`src/rtl/serial_frame_tx.sv`:
```
// Parallel-in, serial-out frame transmitter: start bit (0), DATA_W data bits LSB first,
// stop bit (1), each bit held for BIT_CYCLES clocks. All outputs are registered.
module serial_frame_tx #(
  parameter int DATA_W     = 8,
  parameter int BIT_CYCLES = 4
) (
  input  logic              clock,
  input  logic              reset,
  input  logic              load,
  input  logic [DATA_W-1:0] data_in,
  output logic              serial_out,
  output logic              busy,
  output logic              done
);

  localparam int TW = (BIT_CYCLES > 1) ? $clog2(BIT_CYCLES) : 1;
  localparam int IW = (DATA_W > 1) ? $clog2(DATA_W) : 1;
  localparam logic [TW-1:0] TLAST = TW'(BIT_CYCLES - 1);
  localparam logic [IW-1:0] ILAST = IW'(DATA_W - 1);

  typedef enum logic [1:0] {IDLE, START, DATA, STOP} state_t;

  state_t            state_q;
  logic [DATA_W-1:0] sr_q;
  logic [TW-1:0]     tcnt_q;
  logic [IW-1:0]     bidx_q;
  logic              line_q;
  logic              busy_q;
  logic              done_q;

  logic              bit_end;
  logic [DATA_W-1:0] sr_sh;

  assign bit_end = (tcnt_q == TLAST);
  assign sr_sh   = sr_q >> 1;

  always_ff @(posedge clock) begin
    if (reset) begin
      state_q <= IDLE;
      sr_q    <= '0;
      tcnt_q  <= '0;
      bidx_q  <= '0;
      line_q  <= 1'b1;
      busy_q  <= 1'b0;
      done_q  <= 1'b0;
    end else begin
      done_q <= 1'b0;
      case (state_q)
        IDLE: begin
          line_q <= 1'b1;
          busy_q <= 1'b0;
          if (load) begin
            sr_q    <= data_in;
            tcnt_q  <= '0;
            state_q <= START;
            busy_q  <= 1'b1;
            line_q  <= 1'b0;
          end
        end
        START: begin
          if (bit_end) begin
            tcnt_q  <= '0;
            bidx_q  <= '0;
            state_q <= DATA;
            line_q  <= sr_q[0];
          end else begin
            tcnt_q <= tcnt_q + TW'(1);
          end
        end
        DATA: begin
          if (bit_end) begin
            sr_q   <= sr_sh;
            tcnt_q <= '0;
            if (bidx_q == ILAST) begin
              state_q <= STOP;
              line_q  <= 1'b1;
            end else begin
              bidx_q <= bidx_q + IW'(1);
              line_q <= sr_sh[0];
            end
          end else begin
            tcnt_q <= tcnt_q + TW'(1);
          end
        end
        STOP: begin
          // Frame completes here; the done pulse self-clears on the following edge.
          if (bit_end) begin
            tcnt_q  <= '0;
            state_q <= IDLE;
            busy_q  <= 1'b0;
            done_q  <= 1'b1;
          end else begin
            tcnt_q <= tcnt_q + TW'(1);
          end
        end
        default: begin
          state_q <= IDLE;
          line_q  <= 1'b1;
          busy_q  <= 1'b0;
        end
      endcase
    end
  end

  assign serial_out = line_q;
  assign busy       = busy_q;
  assign done       = done_q;

endmodule

```
`config.mk`:
```
export PLATFORM = sky130hd
export DESIGN_NAME = serial_frame_tx
export DESIGN_NICKNAME = d
export VERILOG_FILES = /design/src/rtl/serial_frame_tx.sv
export SDC_FILE = /design/constraint.sdc
export NUM_CORES = 1
export LEC_CHECK = 0
export ABC_AREA = 1
export CORE_UTILIZATION = 52
export CTS_CLUSTER_SIZE = 16
export DETAILED_ROUTE_END_ITERATION = 7
export GPL_ROUTABILITY_DRIVEN = 0
export PLACE_DENSITY = 0.8
export SLEW_MARGIN = 10
export SYNTH_ARGS = -nofsm -noshare
export SYNTH_HDL_FRONTEND = slang
export SYNTH_SLANG_ARGS = --single-unit
```
`constraint.sdc`:
```
create_clock -name clock -period 1.7 [get_ports clock]
set_clock_uncertainty 0.2 [all_clocks]
set_input_delay 0.255 -clock clock [delete_from_list [all_inputs] [get_ports clock]]
set_output_delay 0.255 -clock clock [all_outputs]
set_load 0.01 [all_outputs]
```
======== Word level (Yosys, flattened, before mapping) ========
Cells that the tools add are included.
storage, ports and cells
  register bits after elaboration ......... 18
  latch bits .............................. 0
  memory bits (writable) .................. 0
  bits in read-only memories .............. 0
  input port bits ......................... 11
  output and inout port bits .............. 3
  word-level logic and storage cells ...... 58
  memories kept ........................... 0
cells by class
  add/subtract/negate cells ............... 2
  $mul .................................... 0
  divide/modulo/power cells ............... 0
  order comparisons ....................... 0
  equal/unequal tests ..................... 11
  shift operators ......................... 0
  multiplexer cells ....................... 25
  bitwise gates (word level) .............. 1
  reduce and logical (&&, ||, !) cells .... 12
operator list
  kind                                                             number
  8-bit 2-to-1 mux                                                 2
  8-bit one-hot mux with 2 select lines                            1
  2-bit 2-to-1 mux                                                 7
  2-bit != test, second input constant                             6
  3-bit 2-to-1 mux                                                 3
  2-bit one-hot mux with 4 select lines                            1
  1-bit 2-to-1 mux                                                 7
  2-bit == test, second input constant                             3
  3-bit one-hot mux with 2 select lines                            1
  3-bit AND reduction                                              2
  2-bit nonzero test                                               3
  5-bit AND reduction                                              1
  2-bit one-hot mux with 2 select lines                            1
  4-bit AND reduction                                              1
  3-bit by 1-bit adder with 3-bit output, second input constant    1
  3-bit == test, second input constant                             1
  1-bit one-hot mux with 3 select lines                            1
  3-bit nonzero test                                               1
  3-bit OR reduction                                               1
  2-bit by 1-bit adder with 2-bit output, second input constant    1
  2-bit by 1-bit == test with 1-bit output, second input constant  1
  2-bit logical NOT                                                1
  1-bit one-hot mux with 2 select lines                            1
  2-bit AND reduction                                              1
  other kinds (2)                                                  2

======== Depth between registers and ports, before layout ========
  word-level depth ........................ 4
  gate-level depth with buffers ........... 9
  mapped depth without buffers ............ 9

======== Worst setup path before layout ========
OpenSTA, ideal clock, no wires.
  path kind ............................... register -> register
  start ................................... reg state_q[0]
  end ..................................... reg state_q[0]
  setup time .............................. 0.113 ns
  data arrival time ....................... 1.199 ns
  data required time ...................... 1.387 ns
  slack ................................... 0.189 ns
  cell stages (with the launch flop) ...... 9
  buffers on the path ..................... 0
  clock period less this slack ............ 1.511 ns
  path through ............................ dfxtp_1 inv_1 ha_1 nand2_1 nand2_1 nor2_1 nand3_1 nand2_1 nor2_1
between the ends
  cells in the longest elaborated chain, start to end .. 3
  elaborated cells between the ends (all ways) .. 11
  those cells by class .................... eq/ne: 8; mux: 1; reduce/logical: 2
ends and longest elaborated chain
  what                                         RTL line  RTL
  from (decl)                                  23        state_t state_q;
  from (signal assigned)                       39        state_q <= IDLE;
  from (signal assigned)                       55        state_q <= START;
  from (signal assigned)                       64        state_q <= DATA;
  2-bit == test, or another cell as far along  48        case (state_q)
  2-bit != test (no source line)               --
  5-bit AND reduction (no source line)         --
Parallel ways exist; a longest one is shown, timed or not.
A chain may end at the register's enable or synchronous reset.

======== Worst setup path in the final report ========
  start ................................... reg busy_q (netlist: busy)
  end ..................................... out busy
RTL lines
  what                    RTL line  RTL
  from (decl)             28        logic busy_q;
  from (signal assigned)  44        busy_q <= 1'b0;
  from (signal assigned)  51        busy_q <= 1'b0;
  from (signal assigned)  56        busy_q <= 1'b1;
  to (decl)               12        output logic busy,
No word-level cell between the ends.

==> results.md <==
* Max Cap Viol at 0
* Fin crit period at 1.623 ns
* PD cells at ~1600 nW/um2
* Worst setup SP type: register
* Syn_nets at 167
* Clock Tree Root: clkbuf_4
* Clock Latency Late Sink at 0.29 ns
* Critical Path AT at 1.17 ns
* Dpl hpwl at 1.550 mm
* Routed Antenna Nets at 0
* Crit path required time at 1.24 ns
* Critical Path End Type: primary output
* Synth Cell Area at 978.4 um2
* TritonRoute pass-1 iters at 4
* Clk pin slew, worst setup/hold paths at 0.10 ns
* Slowest stage delay, CP at 0.53 ns
* Outcome: finished, final reports clean
* Post-synth cell types at 16
* Final Hold Vio Count at 0
* Syn Area/Cell at around 6.7 um2
* DRC at 0
* Mapped Cells at 147
* Crit path kind: reg -> out
* Fin. max-slew vios at 0
* Core box area at 1745 um2
* Setup TNS at 0 ns
* First-pass GRT wire length at around 3.4 mm
* Num CTS Buffers at 3
* Row cnt at 15
* Die Y-Extent at 45.38 um
* Final Util at 0.7082
* Area of the die at 2059 um2
* Iter 0 DRT Violations at 17
* Fill count at around 160
* Initial Util at 0.5606
* Worst IR drop on VDD at 0.8323 mV
* Routed len/inst at 11.02 um
* Slew HR at 0.8561
* Grt total ovfl at 0
* CTS tree: done
* Initial antenna violation count at 0
* CP max FO at 2
* Final nets at 189
* Largest net degree at the start of global routing at 17
* CP max stage cell: clkdlybuf4s50_1
* Vias in the first global route at 832
* Detailed-route vias per instance at 4.839
* CP cell instances: clkdlybuf4s50_1
* Post-synth EDFFs at 0
* Buffer depth of the longest clock path at 2
* RSZ-0062 raised after global routing: no
* # setup viols final at 0
* CP bufs+invs at 1
* Vias at ~930
* Input/output buffers at 13
* Fmax at 616.3 MHz
* Layout cells sized above 1 at 0.1190
* Max H-tree Level at 1
* Async set-or-reset flop fraction in the synthesized netlist at 0
* Least-Margin Pin Slew at roughly 0.21 ns
* Die width at 45.38 um
* Num ports at 14
* Layout area overhead at 26.34%
* Most frequent cells in the layout: nor2_1, nand2_1, dfxtp_1, inv_1, clkdlybuf4s50_1
* Ant diodes at 0
* Final wirelength at 2.126 mm
* # clock sinks at 18
* Synth Warn # at 0
* Post-CTS setup buffer count at 0
* All-Layer GR Usage at 0.2322
* FF-to-FF setup slack at 0.12 ns
* Main synth FF type: dfxtp_1
* Period Utilization, post-route at 0.9545
* Commonest non-fill, non-tap cell in the layout: nor2_1
* Family with the most delay on the worst path: buffers and inverters
* #FFs+latches synth at 18
* Power, Total at between 1500 and 2000 uW
* P_leak at approximately 0.00062 uW
* HP Class: reg -> reg
* Seq/Total Area, Yosys at 0.3683
==> registers in the layout (all words and copies together) (netlist names) <==
register	cells
serial_out	1
sr_q	8
busy	1
state_q	2
tcnt_q	2
done	1
bidx_q	3
==> timing repair <==
action,4_1_cts,5_1_grt
setup endpoints to repair,0,15
gates resized for setup,0,13
hold buffers,0,0
==> worst paths after layout <==
| kind | startpoint | endpoint | cells past startpoint |
|---|---|---|---|
| worst max register to register | bidx_q[0]$_SDFFE_PP0P_ | bidx_q[1]$_SDFFE_PP0P_ | 8 |
| worst max-delay path | busy$_SDFFE_PP0P_ | busy | 1 |
| worst min register to register | sr_q[7]$_SDFFE_PP0P_ | sr_q[7]$_SDFFE_PP0P_ | 2 |
| worst min-delay path | sr_q[7]$_SDFFE_PP0P_ | sr_q[7]$_SDFFE_PP0P_ | 2 |
==> stage by stage <==
step / worst slack [ns] / instances / hold WS (ns) / cell area, um2
floorplan: 0.1887 / 147 / 0.1274 / 978.4
global placement: 0.08676 / 189 / 0.2657 / 1176
detailed placement: 0.06939 / 189 / 0.2767 / 1176
CTS: 0.02715 / 193 / 0.2971 / 1212
global route: 0.002310 / 193 / 0.3167 / 1236
finish: 0.07736 / 193 / 0.2943 / 1236
==> synth_stat cells (2+ instances only) <==
cell type	n	share of area
a21oi_1	2	0.010
dfxtp_1	18	0.37
ha_1	9	0.12
inv_1	15	0.058
inv_2	2	0.0077
nand2_1	36	0.14
nand3_1	5	0.026
nor2_1	36	0.14
o21ai_0	12	0.061
o21ai_1	6	0.031
==> report_power, final <==
part           total (uW)  switching (uW)  leakage (uW)  internal (uW)
clock                 264             134     0.0000210            130
combinational        1040             609      0.000444            428
sequential            661            90.8      0.000150            570
==> cell families (layout without fill, tap and decap cells) <==
| group | after synthesis | after routing | share of synthesized area |
|---|---|---|---|
| simple gates | 80 | 80 | 0.3325 |
| flops | 18 | 18 | 0.3683 |
| compound gates | 21 | 21 | 0.1100 |
| fa+ha+maj | 9 | 9 | 0.1151 |
| buf+inv | 19 | 40 | 0.07416 |
==> per-layer routing <==
layer  global-route usage  vias up  share of wire
li1                     -      503              -
met1               0.2836      409           0.45
met2               0.4058       18           0.50
met3              0.03571        4          0.031
met4              0.09091        0          0.013
met5                    0        -              0
==> final cells by class <==
| class | instances | area (um2) | area share |
|---|---|---|---|
| tap | 25 | 31.28 | 0.02530 |
| clock buffer | 4 | 36.28 | 0.02935 |
| multi-input combinational | 110 | 564.3 | 0.4565 |
| timing repair buffer | 19 | 175.2 | 0.1417 |
| sequential | 18 | 362.8 | 0.2935 |
| inverter | 17 | 66.31 | 0.05364 |
(Power assumes the default switching activity.)
